**config.mk**
```make
export PLATFORM = sky130hd
export DESIGN_NAME = fetch_stage
export DESIGN_NICKNAME = d
export VERILOG_FILES = /design/src/rtl/fetch_stage.sv
export SDC_FILE = /design/constraint.sdc
export NUM_CORES = 1
export LEC_CHECK = 0
export ABC_CLOCK_PERIOD_IN_PS = 2500
export CAP_MARGIN = 20
export CORE_UTILIZATION = 63
export CTS_BUF_LIST = sky130_fd_sc_hd__clkbuf_16
export CTS_CLUSTER_DIAMETER = 50
export DETAILED_ROUTE_END_ITERATION = 6
export DONT_BUFFER_PORTS = 1
export PLACE_DENSITY = 0.9
export SLEW_MARGIN = 20
export SYNTH_ARGS = -nofsm -noshare
export SYNTH_HDL_FRONTEND = slang
export SYNTH_SLANG_ARGS = --single-unit
```
**constraint.sdc**
```tcl
create_clock -name i_clk -period 2.5 [get_ports i_clk]
set_clock_uncertainty 0.2 [all_clocks]
set_input_delay 0.75 -clock i_clk [delete_from_list [all_inputs] [get_ports i_clk]]
set_output_delay 0.75 -clock i_clk [all_outputs]
set_load 0.02 [all_outputs]
```
**src/rtl/fetch_stage.sv**
```systemverilog
// RV32I instruction fetch stage: owns the PC, keeps one imem request in flight and
// presents the fetched word with its PC in the IF/ID register.
module fetch_stage #(
    parameter logic [31:0] RESET_ADDR = 32'h0000_0000,
    parameter logic [31:0] NOP_INST   = 32'h0000_0013
) (
    input  logic        i_clk,
    input  logic        i_rst,
    output logic        o_imem_req,
    output logic [31:0] o_imem_addr,
    input  logic        i_imem_ready,
    input  logic        i_imem_rvalid,
    input  logic [31:0] i_imem_rdata,
    input  logic        i_stall,
    input  logic        i_redirect,
    input  logic [31:0] i_redirect_pc,
    output logic        o_valid,
    output logic [31:0] o_inst,
    output logic [31:0] o_pc
);

    typedef enum logic [1:0] {StReq, StWait, StHold, StDrop} state_e;

    state_e      state_q, state_d;
    logic [31:0] pc_q, pc_d;
    logic [31:0] req_pc_q, req_pc_d;
    logic [31:0] buf_inst_q, buf_inst_d;
    logic [31:0] buf_pc_q, buf_pc_d;
    logic        valid_q, valid_d;
    logic [31:0] inst_q, inst_d;
    logic [31:0] opc_q, opc_d;

    logic        slot_free;
    logic        accept;
    logic        load;
    logic [31:0] load_inst;
    logic [31:0] load_pc;

    assign o_imem_req  = (state_q == StReq) && !i_redirect && !i_rst;
    assign o_imem_addr = pc_q;
    assign accept      = o_imem_req && i_imem_ready;
    assign slot_free   = !valid_q || !i_stall;

    assign o_valid = valid_q;
    assign o_inst  = inst_q;
    assign o_pc    = opc_q;

    always_comb begin
        state_d    = state_q;
        pc_d       = pc_q;
        req_pc_d   = req_pc_q;
        buf_inst_d = buf_inst_q;
        buf_pc_d   = buf_pc_q;
        valid_d    = valid_q;
        inst_d     = inst_q;
        opc_d      = opc_q;
        load       = 1'b0;
        load_inst  = buf_inst_q;
        load_pc    = buf_pc_q;

        if (i_redirect) begin
            pc_d = {i_redirect_pc[31:2], 2'b00};
            unique case (state_q)
                StWait:  state_d = i_imem_rvalid ? StReq : StDrop;
                StDrop:  state_d = StDrop;
                default: state_d = StReq;
            endcase
        end else begin
            unique case (state_q)
                StReq: begin
                    if (accept) begin
                        req_pc_d = pc_q;
                        pc_d     = pc_q + 32'd4;
                        state_d  = StWait;
                    end
                end
                StWait: begin
                    if (i_imem_rvalid) begin
                        if (slot_free) begin
                            load      = 1'b1;
                            load_inst = i_imem_rdata;
                            load_pc   = req_pc_q;
                            state_d   = StReq;
                        end else begin
                            buf_inst_d = i_imem_rdata;
                            buf_pc_d   = req_pc_q;
                            state_d    = StHold;
                        end
                    end
                end
                StHold: begin
                    if (!i_stall) begin
                        load    = 1'b1;
                        state_d = StReq;
                    end
                end
                StDrop: begin
                    if (i_imem_rvalid) state_d = StReq;
                end
                default: state_d = StReq;
            endcase
        end

        // Redirect flushes the slot; otherwise a free slot takes new data or becomes a bubble.
        if (i_redirect || (slot_free && !load)) begin
            valid_d = 1'b0;
            inst_d  = NOP_INST;
            opc_d   = 32'd0;
        end else if (load) begin
            valid_d = 1'b1;
            inst_d  = load_inst;
            opc_d   = load_pc;
        end
    end

    always_ff @(posedge i_clk) begin
        if (i_rst) begin
            state_q    <= StReq;
            pc_q       <= RESET_ADDR;
            req_pc_q   <= 32'd0;
            buf_inst_q <= NOP_INST;
            buf_pc_q   <= 32'd0;
            valid_q    <= 1'b0;
            inst_q     <= NOP_INST;
            opc_q      <= 32'd0;
        end else begin
            state_q    <= state_d;
            pc_q       <= pc_d;
            req_pc_q   <= req_pc_d;
            buf_inst_q <= buf_inst_d;
            buf_pc_q   <= buf_pc_d;
            valid_q    <= valid_d;
            inst_q     <= inst_d;
            opc_q      <= opc_d;
        end
    end

endmodule
```
==> flow_summary.ini <==
[cells_and_area]
final_cell_mix = 206 x nand2_1, 187 x dfxtp_1, 162 x a21oi_1
fin_util = 0.727
final_cells = 1137
antenna_cells = 0
areaGrowthSynthToFinish_pct = 12.0
drive_above_1_share = 0.106
nets = 1029
layout_commonest_cell = nand2_1
fin_area_mm2 = 0.00925
fillCellCount = 905

[synthesis]
ys_types = 59
ys_ff_latch = 187
synth-main-ff-cell = dfxtp_1
synthXorXnorAreaFrac = 0.00742
syn_area_mm2 = 0.00826
synthSimpleGateAreaFrac = 0.182
async_reset_ff_frac = 0
synth_top_family_by_area = compound AO/OA/AOI/OAI gates
synth_mux_area_frac = 0.0789
ys_seq_area_frac = 0.453
syn_inst = 971
synthAdderAreaFrac = 0.00909
synth_compound_gate_area_share = 0.213
synth_edf_count = 0
avgSynthCellArea_um2 = 8.51
ys.warnings.count = 0

[grt]
grt_pass1_wl_um = 36000
track_usage = 0.348
grt_pass1_vias = 7051
grt_overflow = 0
grt_start_max_net_pins = 129
antenna_found_initial = 0

[drt]
ant_nets = 0
drc = 0
drt_pass1_iterations = 5
drt_iter0_markers = 955
via_per_inst = 6.70
vias = 7622
wl_per_cell_um = 21.0
drt_wl_total_um = 23900

[clock_tree]
cts_hold_repair.buffers = 0
ctsRootBufferMaster = clkbuf_16
clock_path_buffers = 2
htreeDepth = 4
clk_pin_slew_ns = 0.07
numCtsBuffers = 17
clock-sinks = 187
insertion_delay_ns = 0.44
cts_tree = yes

[outcome]
outcome = completed

[power_and_ir_drop]
power_frac_clock = 0.436
p_leak_nw = 3.37
pwr_density_cell_mw_per_mm2 = 666
p_int_mw = 4.71
worst_ir_drop_vdd_mv = 0.469
finalPower_mw = 6.16
combPwrFrac = 0.063
seqPwrFrac = 0.501
sw_frac_of_total = 0.235
p_sw_mw = 1.45

[critical_path]
end_kind = output pin
startpoint_type = flop
r2r_end = o_pc[25]
r2r_slack_ns = 0.07
r2r_start = state_q[0]
required_ns = 1.55
worstPathMaxFanout = 6
cp_slowest_stage_delay_ns = 0.38
critPathMostFrequentCell = inv_1
setup.worst_path.start = state_q[0]
worstPathCellList = inv_1 -> ha_4 -> inv_1 -> nor2_4
crit_slowest_cell = dfxtp_1
cp_top_family = flip-flops
reg2reg_depth = 9
path_depth = 4
cp_num_buf_inv = 2
crit_arrival_ns = 1.48
endpoint = o_imem_req
critPathKind = reg -> out

[sta]
max_slew.worst_pin.slew_ns = 0.713
fin_crit_sh = 0.971
drv_slew = 0
finalSetupViolCount = 0
worst_slack_ns = 0.0722
final.setup.tns_ns = 0
min_period_ns = 2.43
final-hold-violation-count = 0
slew_headroom = 0.524
holdWs_ns = 0.189
fmax_ghz = 0.412

[hold_path]
hp-class = in -> reg

[die]
placementRows = 41
fp.dieH_um = 117
ios = 168
die-area_mm2 = 0.0136
start_util = 0.649
die_w_um = 117
core_mm2 = 0.0127

[placement]
post-place-cells = 1102
dpl_worst_slack_ns = 0.0716
place_area_mm2 = 0.00855
dp_hpwl_um = 14400
gp_congestion = 0.917
portBuffers = 0

[flow_run]
drv_cap = 0
[per-layer routing]
metal  global-route usage  routed length [um]  vias to the layer above
met5                    0                   0                        -
met4                0.176                 890                        0
met3                0.112                2370                       81
met2                0.592               11600                      446
met1                0.392                9050                     3610
li1                     -                   -                     3485
[layout make-up]
cell class	count	area (um^2)	area share
timing repair buffer	46	453	0.0490
tap	172	215	0.0233
clock inverter	14	154	0.0166
sequential	187	3740	0.405
multi-input combinational	691	4220	0.457
inverter	10	37.5	0.00406
clock buffer	17	425	0.0460
[cell usage after synthesis (8+ instances only)]
cell type  count  area [um^2]
nor3_1         8         40.0
and3_1        10         62.6
nand2_1      208          781
a311oi_1       9         78.8
buf_4         10         75.1
a21oi_1      163          816
dfxtp_1      187         3740
nand4_1       13         81.3
inv_1         10         37.5
clkbuf_1      63          236
nor2_1        30          113
nand3_1       14         70.1
mux2i_1       64          641
a2111oi_0     60          526
o21ai_0        9         45.0
[worst min-delay path by stage]
stage                         from             end  slack, ns  cells after the start
finish                       i_rst  buf_inst_q[27]       0.19                      1
global route                 i_rst  buf_inst_q[28]       0.18                      1
CTS                          i_rst  o_imem_addr[2]       0.18                      1
detailed placement     buf_pc_q[3]     buf_pc_q[3]       0.24                      2
global placement     buf_inst_q[8]   buf_inst_q[8]       0.24                      2
floorplan           buf_inst_q[10]  buf_inst_q[10]       0.24                      2
[what timing repair did]
action,in CTS,in global routing
setup buffers,0,2
pin swaps,0,2
resized for setup,1,25
gates cloned,1,1
setup endpoints to repair,4,39
[sequential cells by signal (all words and copies together), names as in the netlist]
register / cells
buf_inst_q: 32
buf_pc_q: 30
o_imem_addr: 30
o_inst: 32
o_pc: 30
o_valid: 1
req_pc_q: 30
state_q: 2
[logic make-up after synthesis]
kind of cell	count (synthesis)
buffers and inverters	97
and+or+nand+nor	330
AOI/OAI and AO/OA	278
adders and majority gates	6
DFF	187
muxes	65
other	1
xor gates and xnor gates	7
[worst reg2reg max path, cell delays in order (launching register included)]
cell and delay (ns):
dfxtp_1 0.46, inv_1 0.16, ha_1 0.26, a21oi_1 0.18, buf_4 0.16, o22ai_4 0.08, buf_4 0.17, a21oi_4 0.16
buf_12 0.26, a2111oi_0 0.18
[power by group through the flow]
stage               Combinational [mW]  Sequential, mW  Clock, mW
global placement                 0.341            3.15          0
CTS                              0.365            3.08       2.68
detailed placement               0.349            3.15          0
global route                     0.408            3.09       2.80
finish                           0.385            3.09       2.69
floorplan                        0.239            3.17          0
Note: power is estimated with default switching activity, not from simulation.
